<file path="src/rtl/gas_alarm_ctrl_pkg.sv">
// gas_alarm_ctrl_pkg: state encoding and default timing constants for the gas alarm back-end.
// Rev 1.0
`default_nettype none

package gas_alarm_ctrl_pkg;

  typedef enum logic [1:0] {
    ST_IDLE     = 2'd0,
    ST_ALARM    = 2'd1,
    ST_CLEARING = 2'd2,
    ST_MUTED    = 2'd3
  } state_t;

  localparam int DEF_DEB_CYC     = 50_000;
  localparam int DEF_TONE_HALF   = 12_500;
  localparam int DEF_CADENCE_CYC = 12_500_000;
  localparam int DEF_HOLD_CYC    = 100_000_000;

  function automatic logic alarm_sounding(input state_t st);
    return (st == ST_ALARM) || (st == ST_CLEARING);
  endfunction

endpackage

`default_nettype wire

</file>
<file path="src/rtl/gas_alarm_ctrl_debounce.sv">
// gas_alarm_ctrl_debounce: 2-flop synchronizer plus stability filter for the raw gas level.
// Rev 1.0
`default_nettype none

module gas_alarm_ctrl_debounce
  import gas_alarm_ctrl_pkg::*;
#(
  parameter int DEB_CYC = DEF_DEB_CYC
) (
  input  logic clk,
  input  logic rst_n,
  input  logic gas_signal,
  output logic gas_f
);

  localparam int            CW       = $clog2(DEB_CYC + 1);
  localparam logic [CW-1:0] CNT_LAST = CW'(DEB_CYC - 1);
  localparam logic [CW-1:0] CNT_ONE  = CW'(1);

  logic          sync1;
  logic          gas_s;
  logic [CW-1:0] cnt;

  always_ff @(posedge clk or negedge rst_n) begin
    if (!rst_n) begin
      sync1 <= 1'b0;
      gas_s <= 1'b0;
      gas_f <= 1'b0;
      cnt   <= '0;
    end else begin
      sync1 <= gas_signal;
      gas_s <= sync1;
      // Any agreeing cycle restarts the stability window.
      if (gas_s == gas_f) begin
        cnt <= '0;
      end else if (cnt == CNT_LAST) begin
        cnt   <= '0;
        gas_f <= ~gas_f;
      end else begin
        cnt <= cnt + CNT_ONE;
      end
    end
  end

endmodule

`default_nettype wire

</file>
<file path="src/rtl/gas_alarm_ctrl.sv">
// gas_alarm_ctrl: alarm FSM, buzzer cadence/tone and LED driver; GAS_ALARM_LATCH_EN latches the alarm until ack.
// Rev 1.0
`default_nettype none

module gas_alarm_ctrl
  import gas_alarm_ctrl_pkg::*;
#(
  parameter int DEB_CYC     = DEF_DEB_CYC,
  parameter int TONE_HALF   = DEF_TONE_HALF,
  parameter int CADENCE_CYC = DEF_CADENCE_CYC,
  parameter int HOLD_CYC    = DEF_HOLD_CYC
) (
  input  logic clk,
  input  logic rst_n,
  input  logic gas_signal,
  input  logic ack,
  output logic buzzer,
  output logic alarm_led,
  output logic alarm_active,
  output logic alarm_event
);

  localparam int            TW        = $clog2(TONE_HALF + 1);
  localparam int            CW        = $clog2(2 * CADENCE_CYC + 1);
  localparam int            HW        = $clog2(HOLD_CYC + 1);
  localparam logic [TW-1:0] TONE_LAST = TW'(TONE_HALF - 1);
  localparam logic [TW-1:0] TONE_ONE  = TW'(1);
  localparam logic [CW-1:0] CAD_LAST  = CW'(2 * CADENCE_CYC - 1);
  localparam logic [CW-1:0] CAD_ON    = CW'(CADENCE_CYC);
  localparam logic [CW-1:0] CAD_ONE   = CW'(1);
  localparam logic [HW-1:0] HOLD_LAST = HW'(HOLD_CYC - 1);
  localparam logic [HW-1:0] HOLD_ONE  = HW'(1);

  logic          gas_f;
  state_t        state;
  state_t        state_nxt;
  logic [CW-1:0] cad_cnt;
  logic [CW-1:0] cad_nxt;
  logic [TW-1:0] tone_cnt;
  logic [TW-1:0] tone_nxt;
  logic          tone_lvl;
  logic          tone_lvl_nxt;
  logic [HW-1:0] hold_cnt;

  gas_alarm_ctrl_debounce #(
    .DEB_CYC (DEB_CYC)
  ) u_debounce (
    .clk        (clk),
    .rst_n      (rst_n),
    .gas_signal (gas_signal),
    .gas_f      (gas_f)
  );

  // Ack is evaluated before gas_f so a coincident ack always wins.
  always_comb begin
    state_nxt = state;
    case (state)
      ST_IDLE: begin
        if (gas_f) state_nxt = ST_ALARM;
      end
      ST_ALARM: begin
`ifdef GAS_ALARM_LATCH_EN
        if (ack) state_nxt = gas_f ? ST_MUTED : ST_IDLE;
`else
        if (ack)         state_nxt = ST_MUTED;
        else if (!gas_f) state_nxt = ST_CLEARING;
`endif
      end
      ST_CLEARING: begin
        if (ack)                       state_nxt = ST_IDLE;
        else if (gas_f)                state_nxt = ST_ALARM;
        else if (hold_cnt == HOLD_LAST) state_nxt = ST_IDLE;
      end
      ST_MUTED: begin
        if (!gas_f) state_nxt = ST_IDLE;
      end
      default: state_nxt = ST_IDLE;
    endcase
  end

  // Cadence position and tone phase for the cycle after this one.
  always_comb begin
    cad_nxt = (cad_cnt == CAD_LAST) ? '0 : cad_cnt + CAD_ONE;
    if (cad_nxt == '0) begin
      tone_nxt     = '0;
      tone_lvl_nxt = 1'b1;
    end else if (tone_cnt == TONE_LAST) begin
      tone_nxt     = '0;
      tone_lvl_nxt = ~tone_lvl;
    end else begin
      tone_nxt     = tone_cnt + TONE_ONE;
      tone_lvl_nxt = tone_lvl;
    end
  end

  always_ff @(posedge clk or negedge rst_n) begin
    if (!rst_n) begin
      state        <= ST_IDLE;
      cad_cnt      <= '0;
      tone_cnt     <= '0;
      tone_lvl     <= 1'b0;
      hold_cnt     <= '0;
      buzzer       <= 1'b0;
      alarm_led    <= 1'b0;
      alarm_active <= 1'b0;
      alarm_event  <= 1'b0;
    end else begin
      state        <= state_nxt;
      alarm_active <= (state_nxt != ST_IDLE);
      alarm_event  <= (state == ST_IDLE) && (state_nxt == ST_ALARM);

      if (state == ST_CLEARING && state_nxt == ST_CLEARING)
        hold_cnt <= (hold_cnt == HOLD_LAST) ? '0 : hold_cnt + HOLD_ONE;
      else
        hold_cnt <= '0;

      if (alarm_sounding(state_nxt)) begin
        if (state == ST_IDLE) begin
          // Fresh alarm: cadence and tone start at the top of an on-phase.
          cad_cnt   <= '0;
          tone_cnt  <= '0;
          tone_lvl  <= 1'b1;
          buzzer    <= 1'b1;
          alarm_led <= 1'b1;
        end else begin
          cad_cnt   <= cad_nxt;
          tone_cnt  <= tone_nxt;
          tone_lvl  <= tone_lvl_nxt;
          buzzer    <= (cad_nxt < CAD_ON) && tone_lvl_nxt;
          alarm_led <= (cad_nxt < CAD_ON);
        end
      end else if (state_nxt == ST_MUTED) begin
        buzzer    <= 1'b0;
        alarm_led <= 1'b1;
      end else begin
        buzzer    <= 1'b0;
        alarm_led <= 1'b0;
      end
    end
  end

endmodule

`default_nettype wire

</file>
<file path="config.mk">
export PLATFORM = sky130hd
export DESIGN_NAME = gas_alarm_ctrl
export DESIGN_NICKNAME = d
export VERILOG_FILES = /design/src/rtl/gas_alarm_ctrl_pkg.sv /design/src/rtl/gas_alarm_ctrl_debounce.sv /design/src/rtl/gas_alarm_ctrl.sv
export SDC_FILE = /design/constraint.sdc
export NUM_CORES = 1
export LEC_CHECK = 0
export BUFFER_PORTS_ARGS = -buffer_cell sky130_fd_sc_hd__buf_4
export CAP_MARGIN = 15
export CORE_MARGIN = 2
export CORE_UTILIZATION = 53
export DETAILED_ROUTE_END_ITERATION = 7
export GPL_TIMING_DRIVEN = 0
export PLACE_DENSITY = 0.7
export SYNTH_ARGS = -nofsm -noshare
export SYNTH_HDL_FRONTEND = slang
export SYNTH_HIERARCHICAL = 1
export SYNTH_SLANG_ARGS = --single-unit
</file>
<file path="constraint.sdc">
create_clock -name clk -period 3.5 [get_ports clk]
set_input_delay 0.7 -clock clk [delete_from_list [all_inputs] [get_ports clk]]
set_output_delay 0.7 -clock clk [all_outputs]
set_load 0.01 [all_outputs]
</file>
==> impl_metrics.ini <==
[outcome]
status = complete, no violations

[timing]
finalHoldViolations = 0
finalSetupViolCount = 0
period_share_pct = 90.5
fmax_mhz = 316
grt_setup_unrepaired = no
drv_slew = 0
fin_skew_ns = 0.0148
relSlewSlack_pct = 57.2
min_period_ns = 3.17
worstMarginPinSlew_ns = 0.640

[setup_path]
crit_path_end_kind = register
cp.arrival_ns = 3.47
r2r-start = hold_cnt[9]
path_class = reg -> reg
cp-start-kind = register
cp_max_fo = 10
startpoint = hold_cnt[9]
crit_required_ns = 3.80

[clock_tree]
clk_path_buf_depth = 2
cts-root-buf = clkbuf_8
cts_tree = done
clk_pin_slew_ns = 0.10
cts.sinks = 92
cts_buffers = 9
worstSkewPairLatency_ns = 0.38
hold_buffers = 0
cts_max_level = 3

[hold_path]
hold_path.class = in -> async

[yosys]
seq_area_frac_synth_pct = 43.1
netlist_area_um2 = 5340
yosysWarnings = 6
synth_ff_type = dfrtp_1
synthCells = 577
ys_ff_latch = 92
synth_edf_count = 0
syn_area_per_cell_um2 = 9.26
postSynth.asyncResetShare_pct = 100
syn_nets = 589
yosysUniqueCellTypes = 67

[global_routing]
grt_pass1_wl_um = 20100
grt_usage_pct = 22.7
grt_pass1_vias = 4190
grt_max_degree = 93
grt.overflow.total = 0
antenna_found_initial = 0

[cells_and_area]
diodes = 0
fin_nets = 612
fin_util_pct = 59.6
drive_gt1_share_pct = 12.2
final_cell_mix = dfrtp_1, nor2_1, nand2_1
fin_area_um2 = 5830
fin_cells = 738
syn_to_final_growth_pct = 9.09
mostFrequentLayoutCell = dfrtp_1

[power_and_ir_drop]
power_mw = 1.77
p_int_mw = 1.35
sequentialPowerShare_pct = 60.4
combPwrFrac_pct = 2.1
leakage_nw = 2.43
clkPwrFrac_pct = 37.4
power.density_nw_per_um2 = 304
switchingPower_mw = 0.418
switching_share_pct = 23.6
max-vdd-ir-drop_mv = 0.229

[route]
ant_nets = 0
routedWlPerCell_um = 15.7
routed_wl_um = 11600
vias_per_cell = 5.86
drc = 0
vias = 4324
drtIter0Drc = 275
firstDrtPassIters = 5

[run]
cap_viol_max_count = 0

[die]
ios = 8
dieArea_um2 = 10900
initial_core_util_pct = 54.7
num_rows = 36
die_y_um = 104
core_area_um2 = 9770
die_w_um = 104

[place]
io_buffers = 7
hpwl_um = 8110
post_dp_cell_area_um2 = 5560
gp_congestion = 0.907
dp.cells = 717
[per-layer routing]
metal  GRT usage, %  up-vias  wire length [um]
met4           9.17        0               287
met3           4.70       23               541
met1           32.0     2079              5430
met2           34.3      111              5310
met5              0        -                 0
li1               -     2111                 -
[layout make-up]
cell class              count  area [um^2]
clock buffers              10          138
well taps                 133          166
plain buffers              27          186
inverters                  13         48.8
flip-flops and latches     92         2300
repair buffers             12          110
multi-input cells         445         2840
clock inverters             6         40.0
fillers                   892         3950
[sequential cells by signal, indices dropped and copies added, names as in the netlist]
register,flops
cad_cnt,25
state,2
hold_cnt,27
tone_lvl,1
u_debounce/gas_s,1
alarm_event,1
buzzer,1
u_debounce/cnt,16
alarm_led,1
alarm_active,1
u_debounce/sync1,1
tone_cnt,14
u_debounce/gas_f,1
[cells in the mapped netlist, drive strengths merged, types with 7 or more instances]
master | instances | area share [%]
or3 | 7 | 0.82
inv | 13 | 0.91
nor3 | 12 | 1.5
o31ai | 15 | 2.1
clkbuf | 15 | 1.3
and3 | 21 | 2.5
nand2 | 61 | 4.4
nand3 | 39 | 3.9
buf | 12 | 2.2
o21ai | 38 | 3.6
ha | 8 | 1.9
nand4 | 23 | 3.4
dfrtp | 92 | 43
xor2 | 24 | 3.9
nor4 | 14 | 2.7
nor2 | 76 | 5.4
a21oi | 12 | 1.1
xnor2 | 29 | 4.8
[cell families (layout without fill, tap and decap cells)]
group / after synthesis / after routing / share of synthesized area (%)
buffers and inverters: 40 / 68 / 4.38
XOR/XNOR: 53 / 53 / 8.69
flip-flops: 92 / 92 / 43.1
adder cells (fa/ha/maj): 8 / 8 / 1.87
AND/OR/NAND/NOR: 284 / 284 / 29.4
AO/OA/AOI/OAI: 92 / 92 / 11.0
multiplexers: 8 / 8 / 1.62
[final timing paths]
check                                    to  slack, ns  cells past startpoint
min                             cad_cnt[12]       0.29                      1
max                             tone_cnt[9]       0.33                     13
max reg2reg                     tone_cnt[9]       0.33                     13
min in group clk           u_debounce/gas_s       0.35                      0
max in group asynchronous      hold_cnt[26]       2.56                      2
min reg2reg                u_debounce/gas_s       0.35                      0
[stage by stage]
step	hold slack (ns)	TNS, ns	setup slack [ns]
floorplan	0.331	0	0.465
global placement	0.345	-0.547	-0.108
detailed placement	0.339	-0.856	-0.154
CTS	0.352	0	0.0607
global route	0.329	0	0.0461
finish	0.289	0	0.334
[critical path: stages, from the launching register on]
cell and delay [ns]:
dfrtp_1 0.45, nor4b_1 0.30, and3_1 0.23, a311oi_2 0.12
a22oi_1 0.16, nor2_1 0.07, a31oi_2 0.20, ha_1 0.31
or2_2 0.30, clkbuf_1 0.22, nor2_4 0.24, clkbuf_2 0.25
nand3_1 0.11, mux2i_1 0.13
[power groups by stage]
stage | sequential [mW] | combinational [mW] | clock (mW)
CTS | 1.07 | 0.0356 | 0.690
detailed placement | 1.09 | 0.0356 | 0
global route | 1.07 | 0.0443 | 0.729
global placement | 1.09 | 0.0348 | 0
finish | 1.07 | 0.0377 | 0.663
floorplan | 1.09 | 0.00904 | 0
[repair_timing]
action                     in CTS  in global routing
setup endpoints to repair       7                 13
pin swaps                       0                  1
buffers inserted                0                  4
resized for setup               2                  5
No activity file was read; power rests on OpenSTA's default activity.
